<file path="config.mk">
export PLATFORM = sky130hd
export DESIGN_NAME = l2_bus_arbiter_flat
export DESIGN_NICKNAME = d
export VERILOG_FILES = /design/src/rtl/l2_bus_arbiter_pkg.sv /design/src/rtl/l2_bus_arbiter_if.sv /design/src/rtl/l2_bus_arbiter_rr.sv /design/src/rtl/l2_bus_arbiter.sv /design/src/flat_wrapper.sv
export SDC_FILE = /design/constraint.sdc
export NUM_CORES = 1
export LEC_CHECK = 0
export CORE_AREA = 2 2 142 144
export DETAILED_ROUTE_END_ITERATION = 8
export DIE_AREA = 0 0 144 146
export PLACE_DENSITY = 0.72
export SKIP_CTS_REPAIR_TIMING = 1
export SLEW_MARGIN = 20
export SYNTH_ARGS = -nofsm -noshare
export SYNTH_HDL_FRONTEND = slang
export SYNTH_HIERARCHICAL = 1
export SYNTH_SLANG_ARGS = --single-unit
</file>
<file path="constraint.sdc">
create_clock -name clk -period 2.55 [get_ports clk]
set_input_delay 0.765 -clock clk [delete_from_list [all_inputs] [get_ports clk]]
set_output_delay 0.765 -clock clk [all_outputs]
set_load 0.02 [all_outputs]
</file>
<file path="src/rtl/l2_bus_arbiter_pkg.sv">
// l2_arb_pkg: shared types and constants for the L2 bus arbiter.
//   state_t      - arbiter FSM states
//   OPC_*        - RISC-V opcodes the arbiter recognises
//   hit_status_t - encoding of the L2 cache_hit_out bus
package l2_arb_pkg;

    typedef enum logic [2:0] {
        IDLE,
        ISSUE,
        FLUSH_ISSUE,
        WAIT_RESP,
        RESP
    } state_t;

    localparam logic [6:0] OPC_LOAD  = 7'b0000011;
    localparam logic [6:0] OPC_STORE = 7'b0100011;

    typedef enum logic [1:0] {
        HS_NONE = 2'b00,
        HS_MISS = 2'b01,
        HS_HIT  = 2'b10
    } hit_status_t;

endpackage

</file>
<file path="src/rtl/l2_bus_arbiter_if.sv">
// l2_bus_arbiter_if: core-side request/response bundle plus the L2 bus.
//   master - arbiter view (drives grants, done/err/rdata and the l2_* fields)
//   slave  - core/L2 view (drives requests and the L2 response)
interface l2_bus_arbiter_if #(
    parameter int NUM_CORES = 2
);
    import l2_arb_pkg::*;

    logic [NUM_CORES-1:0]        core_req;
    logic [NUM_CORES-1:0]        core_flush;
    logic [NUM_CORES-1:0][6:0]   core_opcode;
    logic [NUM_CORES-1:0][31:0]  core_address;
    logic [NUM_CORES-1:0][31:0]  core_data;
    logic [NUM_CORES-1:0][23:0]  core_tag;
    logic [NUM_CORES-1:0]        core_gnt;
    logic [NUM_CORES-1:0]        core_done;
    logic                        core_err;
    logic [31:0]                 core_rdata;

    logic                        l2_flush;
    logic [6:0]                  l2_opcode;
    logic [31:0]                 l2_address;
    logic [31:0]                 l2_data;
    logic [23:0]                 l2_tag;
    hit_status_t                 l2_hit_status;
    logic [31:0]                 l2_rdata;

    modport master (
        input  core_req, core_flush, core_opcode, core_address, core_data, core_tag,
        input  l2_hit_status, l2_rdata,
        output core_gnt, core_done, core_err, core_rdata,
        output l2_flush, l2_opcode, l2_address, l2_data, l2_tag
    );

    modport slave (
        output core_req, core_flush, core_opcode, core_address, core_data, core_tag,
        output l2_hit_status, l2_rdata,
        input  core_gnt, core_done, core_err, core_rdata,
        input  l2_flush, l2_opcode, l2_address, l2_data, l2_tag
    );

endinterface

</file>
<file path="src/rtl/l2_bus_arbiter_rr.sv">
// rr_arbiter: round-robin pick over NUM_CORES requesters.
//   clk, reset - clock, synchronous active-high reset (pointer -> 0)
//   req        - request vector
//   advance    - move pointer to adv_idx+1 (wrapping)
//   adv_idx    - index of the requester just served
//   valid/idx  - combinational pick: first requester at or after the pointer
module rr_arbiter #(
    parameter int NUM_CORES = 2,
    parameter int IDX_W     = $clog2(NUM_CORES)
) (
    input  logic                 clk,
    input  logic                 reset,
    input  logic [NUM_CORES-1:0] req,
    input  logic                 advance,
    input  logic [IDX_W-1:0]     adv_idx,
    output logic                 valid,
    output logic [IDX_W-1:0]     idx
);
    logic [IDX_W-1:0] ptr;

    // Scan offsets from farthest to nearest so the nearest requester wins.
    always_comb begin
        valid = 1'b0;
        idx   = '0;
        for (int i = NUM_CORES - 1; i >= 0; i--) begin
            int j;
            j = int'(ptr) + i;
            if (j >= NUM_CORES) j = j - NUM_CORES;
            if (req[j]) begin
                valid = 1'b1;
                idx   = IDX_W'(j);
            end
        end
    end

    always_ff @(posedge clk) begin
        if (reset)
            ptr <= '0;
        else if (advance)
            ptr <= (adv_idx == IDX_W'(NUM_CORES - 1)) ? '0 : adv_idx + 1'b1;
    end

endmodule

</file>
<file path="src/rtl/l2_bus_arbiter.sv">
// l2_bus_arbiter: shares one L2 port among NUM_CORES L1 caches.
//   clk, reset - clock, synchronous active-high reset
//   bus        - core request/response vectors and the L2 bus (master view)
// A granted core's fields are latched in IDLE, then sequenced through
// FLUSH_ISSUE or ISSUE/WAIT_RESP, finishing with a one-cycle done in RESP.
module l2_bus_arbiter
    import l2_arb_pkg::*;
#(
    parameter int NUM_CORES = 2,
    parameter int TIMEOUT   = 16
) (
    input  logic             clk,
    input  logic             reset,
    l2_bus_arbiter_if.master bus
);
    localparam int IDX_W = (NUM_CORES > 1) ? $clog2(NUM_CORES) : 1;
    localparam int CNT_W = $clog2(TIMEOUT + 1);

    state_t           state, state_nxt;
    logic [IDX_W-1:0] gnt_idx, pick_idx;
    logic             pick_valid;
    logic [31:0]      addr_q, data_q, rdata_q;
    logic [23:0]      tag_q;
    logic             err_q;
    logic [CNT_W-1:0] cnt;
    logic             hit, expired;

    assign hit     = (bus.l2_hit_status == HS_HIT);
    assign expired = (cnt == CNT_W'(TIMEOUT - 1));

    rr_arbiter #(.NUM_CORES(NUM_CORES), .IDX_W(IDX_W)) u_rr (
        .clk     (clk),
        .reset   (reset),
        .req     (bus.core_req),
        .advance (state == RESP),
        .adv_idx (gnt_idx),
        .valid   (pick_valid),
        .idx     (pick_idx)
    );

    always_ff @(posedge clk) begin
        if (reset) state <= IDLE;
        else       state <= state_nxt;
    end

    always_comb begin
        state_nxt = state;
        case (state)
            IDLE: if (pick_valid) begin
                if (bus.core_flush[pick_idx])                  state_nxt = FLUSH_ISSUE;
                else if (bus.core_opcode[pick_idx] == OPC_LOAD) state_nxt = ISSUE;
                else                                           state_nxt = RESP;
            end
            FLUSH_ISSUE: state_nxt = RESP;
            ISSUE:       state_nxt = WAIT_RESP;
            WAIT_RESP:   if (hit || expired) state_nxt = RESP;
            RESP:        state_nxt = IDLE;
            default:     state_nxt = IDLE;
        endcase
    end

    // Transaction context; the core's inputs are only sampled in IDLE.
    always_ff @(posedge clk) begin
        if (reset) begin
            gnt_idx <= '0;
            addr_q  <= '0;
            data_q  <= '0;
            tag_q   <= '0;
            rdata_q <= '0;
            err_q   <= 1'b0;
            cnt     <= '0;
        end else begin
            case (state)
                IDLE: if (pick_valid) begin
                    gnt_idx <= pick_idx;
                    addr_q  <= bus.core_address[pick_idx];
                    data_q  <= bus.core_data[pick_idx];
                    tag_q   <= bus.core_tag[pick_idx];
                    rdata_q <= '0;
                    err_q   <= !bus.core_flush[pick_idx] &&
                               (bus.core_opcode[pick_idx] != OPC_LOAD);
                end
                ISSUE: cnt <= '0;
                WAIT_RESP: begin
                    // A hit on the last allowed cycle still wins over the timeout.
                    if (hit)          rdata_q <= bus.l2_rdata;
                    else if (expired) err_q   <= 1'b1;
                    else              cnt     <= cnt + 1'b1;
                end
                default: ;
            endcase
        end
    end

    always_comb begin
        bus.core_gnt   = '0;
        bus.core_done  = '0;
        bus.core_err   = 1'b0;
        bus.core_rdata = '0;
        bus.l2_flush   = 1'b0;
        bus.l2_opcode  = '0;
        bus.l2_address = '0;
        bus.l2_data    = '0;
        bus.l2_tag     = '0;
        if (state != IDLE) bus.core_gnt[gnt_idx] = 1'b1;
        case (state)
            FLUSH_ISSUE: begin
                bus.l2_flush   = 1'b1;
                bus.l2_address = addr_q;
                bus.l2_data    = data_q;
                bus.l2_tag     = tag_q;
            end
            ISSUE, WAIT_RESP: begin
                bus.l2_opcode  = OPC_LOAD;
                bus.l2_address = addr_q;
                bus.l2_tag     = tag_q;
            end
            RESP: begin
                bus.core_done[gnt_idx] = 1'b1;
                bus.core_err           = err_q;
                bus.core_rdata         = rdata_q;
            end
            default: ;
        endcase
    end

endmodule

</file>
<file path="src/flat_wrapper.sv">
// flat-port wrapper written by rule: the top's interface ports become plain ports
module l2_bus_arbiter_flat import l2_arb_pkg::*;
#(
    parameter int NUM_CORES = 2,
    parameter int TIMEOUT   = 16
)
  (clk, reset, bus_core_req, bus_core_flush, bus_core_opcode, bus_core_address, bus_core_data, bus_core_tag, bus_l2_hit_status, bus_l2_rdata, bus_core_gnt, bus_core_done, bus_core_err, bus_core_rdata, bus_l2_flush, bus_l2_opcode, bus_l2_address, bus_l2_data, bus_l2_tag);
  l2_bus_arbiter_if #(.NUM_CORES(NUM_CORES)) bus_i ();
  input  logic clk;
  input  logic reset;
  input wire logic [$bits(bus_i.core_req)-1:0] bus_core_req;
  input wire logic [$bits(bus_i.core_flush)-1:0] bus_core_flush;
  input wire logic [$bits(bus_i.core_opcode)-1:0] bus_core_opcode;
  input wire logic [$bits(bus_i.core_address)-1:0] bus_core_address;
  input wire logic [$bits(bus_i.core_data)-1:0] bus_core_data;
  input wire logic [$bits(bus_i.core_tag)-1:0] bus_core_tag;
  input wire logic [$bits(bus_i.l2_hit_status)-1:0] bus_l2_hit_status;
  input wire logic [$bits(bus_i.l2_rdata)-1:0] bus_l2_rdata;
  output wire logic [$bits(bus_i.core_gnt)-1:0] bus_core_gnt;
  output wire logic [$bits(bus_i.core_done)-1:0] bus_core_done;
  output wire logic [$bits(bus_i.core_err)-1:0] bus_core_err;
  output wire logic [$bits(bus_i.core_rdata)-1:0] bus_core_rdata;
  output wire logic [$bits(bus_i.l2_flush)-1:0] bus_l2_flush;
  output wire logic [$bits(bus_i.l2_opcode)-1:0] bus_l2_opcode;
  output wire logic [$bits(bus_i.l2_address)-1:0] bus_l2_address;
  output wire logic [$bits(bus_i.l2_data)-1:0] bus_l2_data;
  output wire logic [$bits(bus_i.l2_tag)-1:0] bus_l2_tag;
  assign bus_i.core_req = bus_core_req;
  assign bus_i.core_flush = bus_core_flush;
  assign bus_i.core_opcode = bus_core_opcode;
  assign bus_i.core_address = bus_core_address;
  assign bus_i.core_data = bus_core_data;
  assign bus_i.core_tag = bus_core_tag;
  assign bus_i.l2_hit_status = bus_l2_hit_status;
  assign bus_i.l2_rdata = bus_l2_rdata;
  assign bus_core_gnt = bus_i.core_gnt;
  assign bus_core_done = bus_i.core_done;
  assign bus_core_err = bus_i.core_err;
  assign bus_core_rdata = bus_i.core_rdata;
  assign bus_l2_flush = bus_i.l2_flush;
  assign bus_l2_opcode = bus_i.l2_opcode;
  assign bus_l2_address = bus_i.l2_address;
  assign bus_l2_data = bus_i.l2_data;
  assign bus_l2_tag = bus_i.l2_tag;
  l2_bus_arbiter #(.NUM_CORES(NUM_CORES), .TIMEOUT(TIMEOUT)) u_core (.clk(clk), .reset(reset), .bus(bus_i));
endmodule
</file>
==> metrics.txt <==
CORE AREA between 15000 and 20000 um^2; first-pass GRT wire length about 32 mm; Logic pwr share 0.216; H-Tree Depth 4; port bufs between 300 and 400; final critical-path required period 2.463 ns; initial antenna violation count 0; Sw Ratio 0.2541; Unique masters post-synth 43; Clk pwr share 0.438; top post-synthesis cells by area dfxtp_1 (40%), mux2i_1 (14%), a211oi_1 (8.0%), nor2_1 (7.4%), and2_1 (6.3%); number of synthesized flops with an enable pin 0; final setup vio count 0; Synth Cell Area between 6000 and 7000 um^2; FF-to-FF Start u_core/cnt[0]; nets around 1300; ys async rst share 0; yosys warns 6; TNS Setup 0 ns; Via Count about 6400; Mean Syn Cell Area slightly above 9 um^2; Critical Path Source u_core/state[2]; PwrDens 608.2 nW/um^2; worst min path class reg2reg; WHS around 0.48 ns; CP endpoint kind output pin; largest net degree at the start of global routing between 70 and 80; DRC 0; Starting Density 0.3414; status complete, no violations; max_cap viols 0; Final Util 0.5776; DR iter-0 viols 198; CP max FO 18; critical path class reg2out; flops & latches, synth roughly 130; area grow syn2layout 69.16%; Hold Fails Final Rpt 0; worst reg2reg path depth 6; worst-path cell chain nor3b_4 -> buf_6 -> clkbuf_16 -> and2_1 -> clkbuf_2; final instance area ~11000 um^2; grt ovf 0; largest area contributor in the netlist dfxtp_1; Root Buffer clkbuf_16; required time of the critical path roughly 1.8 ns; Power, Total roughly 6.8 mW; Place WS -0.05232 ns; total track usage 0.1950; Clock Skews 0.005634 ns; layout cells sized above 1 0.1631; max-slew violations 0; setup ws final between 0.08 and 0.09 ns; num ports approximately 360; design internal power around 5.1 mW; Placer Congestion 0.7804; CTS tree built; crit path to bus_core_rdata[16]; Post-Synthesis Cells roughly 700; Seq/Total Area, Yosys 0.3973; Final Cycle Share 0.9658; P_sw about 1.7 mW; # rows just over 50; Ant. Diodes 0; HPWL Detailed around 16 mm; sequential group share of total power 0.345; WP buf/inv 3; die area roughly 21000 um^2; Final ANT Viol Nets 0; Slowest cell on crit path dfxtp_4; fillcell total around 1700; Num CTS Buffers 17; Synth Flop Type dfxtp_1; VDD IR max ~440 uV; Fmax 406.1 MHz; CP Depth 5; Chip Width between 100 and 150 um; Clock Sink Count approximately 130; Reg clk slew, reported paths 0.06 ns; die height between 100 and 150 um; Placement Cell Area about 11000 um^2; Via density between 4 and 5; CTS Buffer Depth 2; non-filler instance count after layout between 1000 and 1500; R2R Path End u_core/cnt[4]; placed cells between 1000 and 1500; area share of the largest cell type after synthesis 0.3973; per-cell routed wire length between 15 and 20 um; LEAKAGE ~5.4 nW; critical path's top delay family buffers and inverters; DR pass1 iterations 4; slowest cell delay on critical path around 0.38 ns; Worst R2R Setup Slack ~0.68 ns; later-pin clock latency in the skew report about 0.41 ns; Crit path arrival time between 1.5 and 2 ns; critical path launch point type flop; vias in the first global route 6049; WL final approximately 22 mm
per-layer routing:
metal / global-route usage / routed length, um / up-vias
li1: - / - / 3183
met1: 0.2221 / 8874 / 2926
met2: 0.3455 / 10750 / 230
met3: 0.05890 / 1676 / 34
met4: 0.06275 / 450 / 0
met5: 0 / 0 / -
cell usage in the layout, fill, tap and decap left out, types with 3 or more instances in the layout:
cell type / instances
clkdlybuf4s50_1: 228
nor2_1: 129
dfxtp_1: 128
mux2i_1: 90
a211oi_1: 70
and2_1: 67
dlymetal6s2s_1: 58
nor2b_1: 58
clkbuf_2: 53
a22oi_1: 31
buf_4: 21
a211oi_2: 21
clkbuf_16: 18
buf_12: 15
buf_2: 10
bufinv_16: 8
nand2_1: 5
conb_1: 5
nor3_2: 3
mux2_2: 3
a21oi_1: 3
nor4_1: 3
how the worst min path moves through the flow:
stage | from | to | cells past startpoint | slack [ns]
floorplan | u_core/rdata_q[3] | u_core/rdata_q[3] | 2 | 0.45
global placement | u_core/rdata_q[3] | u_core/rdata_q[3] | 2 | 0.46
detailed placement | u_core/rdata_q[10] | u_core/rdata_q[10] | 2 | 0.48
CTS | u_core/rdata_q[3] | u_core/rdata_q[3] | 2 | 0.49
global route | u_core/data_q[27] | u_core/data_q[27] | 2 | 0.51
finish | u_core/rdata_q[3] | u_core/rdata_q[3] | 2 | 0.48
sequential cells by signal (all words and copies together), names as in the netlist:
| signal | count |
|---|---|
| u_core/addr_q | 32 |
| u_core/cnt | 5 |
| u_core/data_q | 32 |
| u_core/err_q | 1 |
| u_core/gnt_idx | 1 |
| u_core/rdata_q | 32 |
| u_core/state | 3 |
| u_core/tag_q | 24 |
| u_core/u_rr/ptr | 1 |
worst register-to-register path, delay by kind of cell, from the launching register on:
kind / cells / cell delay, ns
adder cells (fa/ha/maj): 2 / 0.47
flip-flops: 1 / 0.33
multiplexers: 1 / 0.38
AND/OR/NAND/NOR: 3 / 0.62
area by class of cell:
type / count / area, um^2 / share of cell area
well taps: 265 / 331.6 / 0.02969
clock inverters: 13 / 279.0 / 0.02499
clock buffers: 19 / 432.9 / 0.03877
repair buffers: 388 / 3829 / 0.3429
multi-input cells: 520 / 3659 / 0.3276
inverters: 2 / 7.507 / 0.0006723
flip-flops and latches: 131 / 2629 / 0.2354
cells in the mapped netlist, types with 2 or more instances:
cell type	instances
a211oi_1	70
a211oi_2	21
a21o_1	2
a21oi_1	3
a22oi_1	31
and2_1	67
buf_2	32
buf_4	10
buf_6	4
clkbuf_1	25
dfxtp_1	131
ha_1	2
inv_1	2
mux2_2	3
mux2i_1	90
nand2_1	5
nand3_1	2
nand3b_1	2
nor2_1	130
nor2b_1	61
nor3_2	2
nor4_1	3
nor4b_2	2
xnor2_1	2
power groups by stage:
stage          Sequential, mW  Clock [mW]  Combinational [mW]
2_1_floorplan            2.35           0               0.823
3_3_place_gp             2.39           0                1.46
3_5_place_dp             2.39           0                1.48
4_1_cts                  2.35        3.03                1.49
5_1_grt                  2.37        3.13                1.59
6_report                 2.35        2.98                1.47
logic make-up (layout without fill, tap and decap cells):
| kind of cell | count (synthesis) | after routing | share of synthesized area |
|---|---|---|---|
| AO/OA/AOI/OAI | 131 | 131 | 0.1639 |
| XOR/XNOR | 2 | 2 | 0.002654 |
| adder cells (fa/ha/maj) | 2 | 2 | 0.003790 |
| buffers and inverters | 74 | 422 | 0.05857 |
| flip-flops | 131 | 131 | 0.3973 |
| multiplexers | 93 | 93 | 0.1416 |
| other | 1 | 5 | 0.0005681 |
| AND/OR/NAND/NOR | 287 | 287 | 0.2316 |
Note: power is estimated with default switching activity, not from simulation.
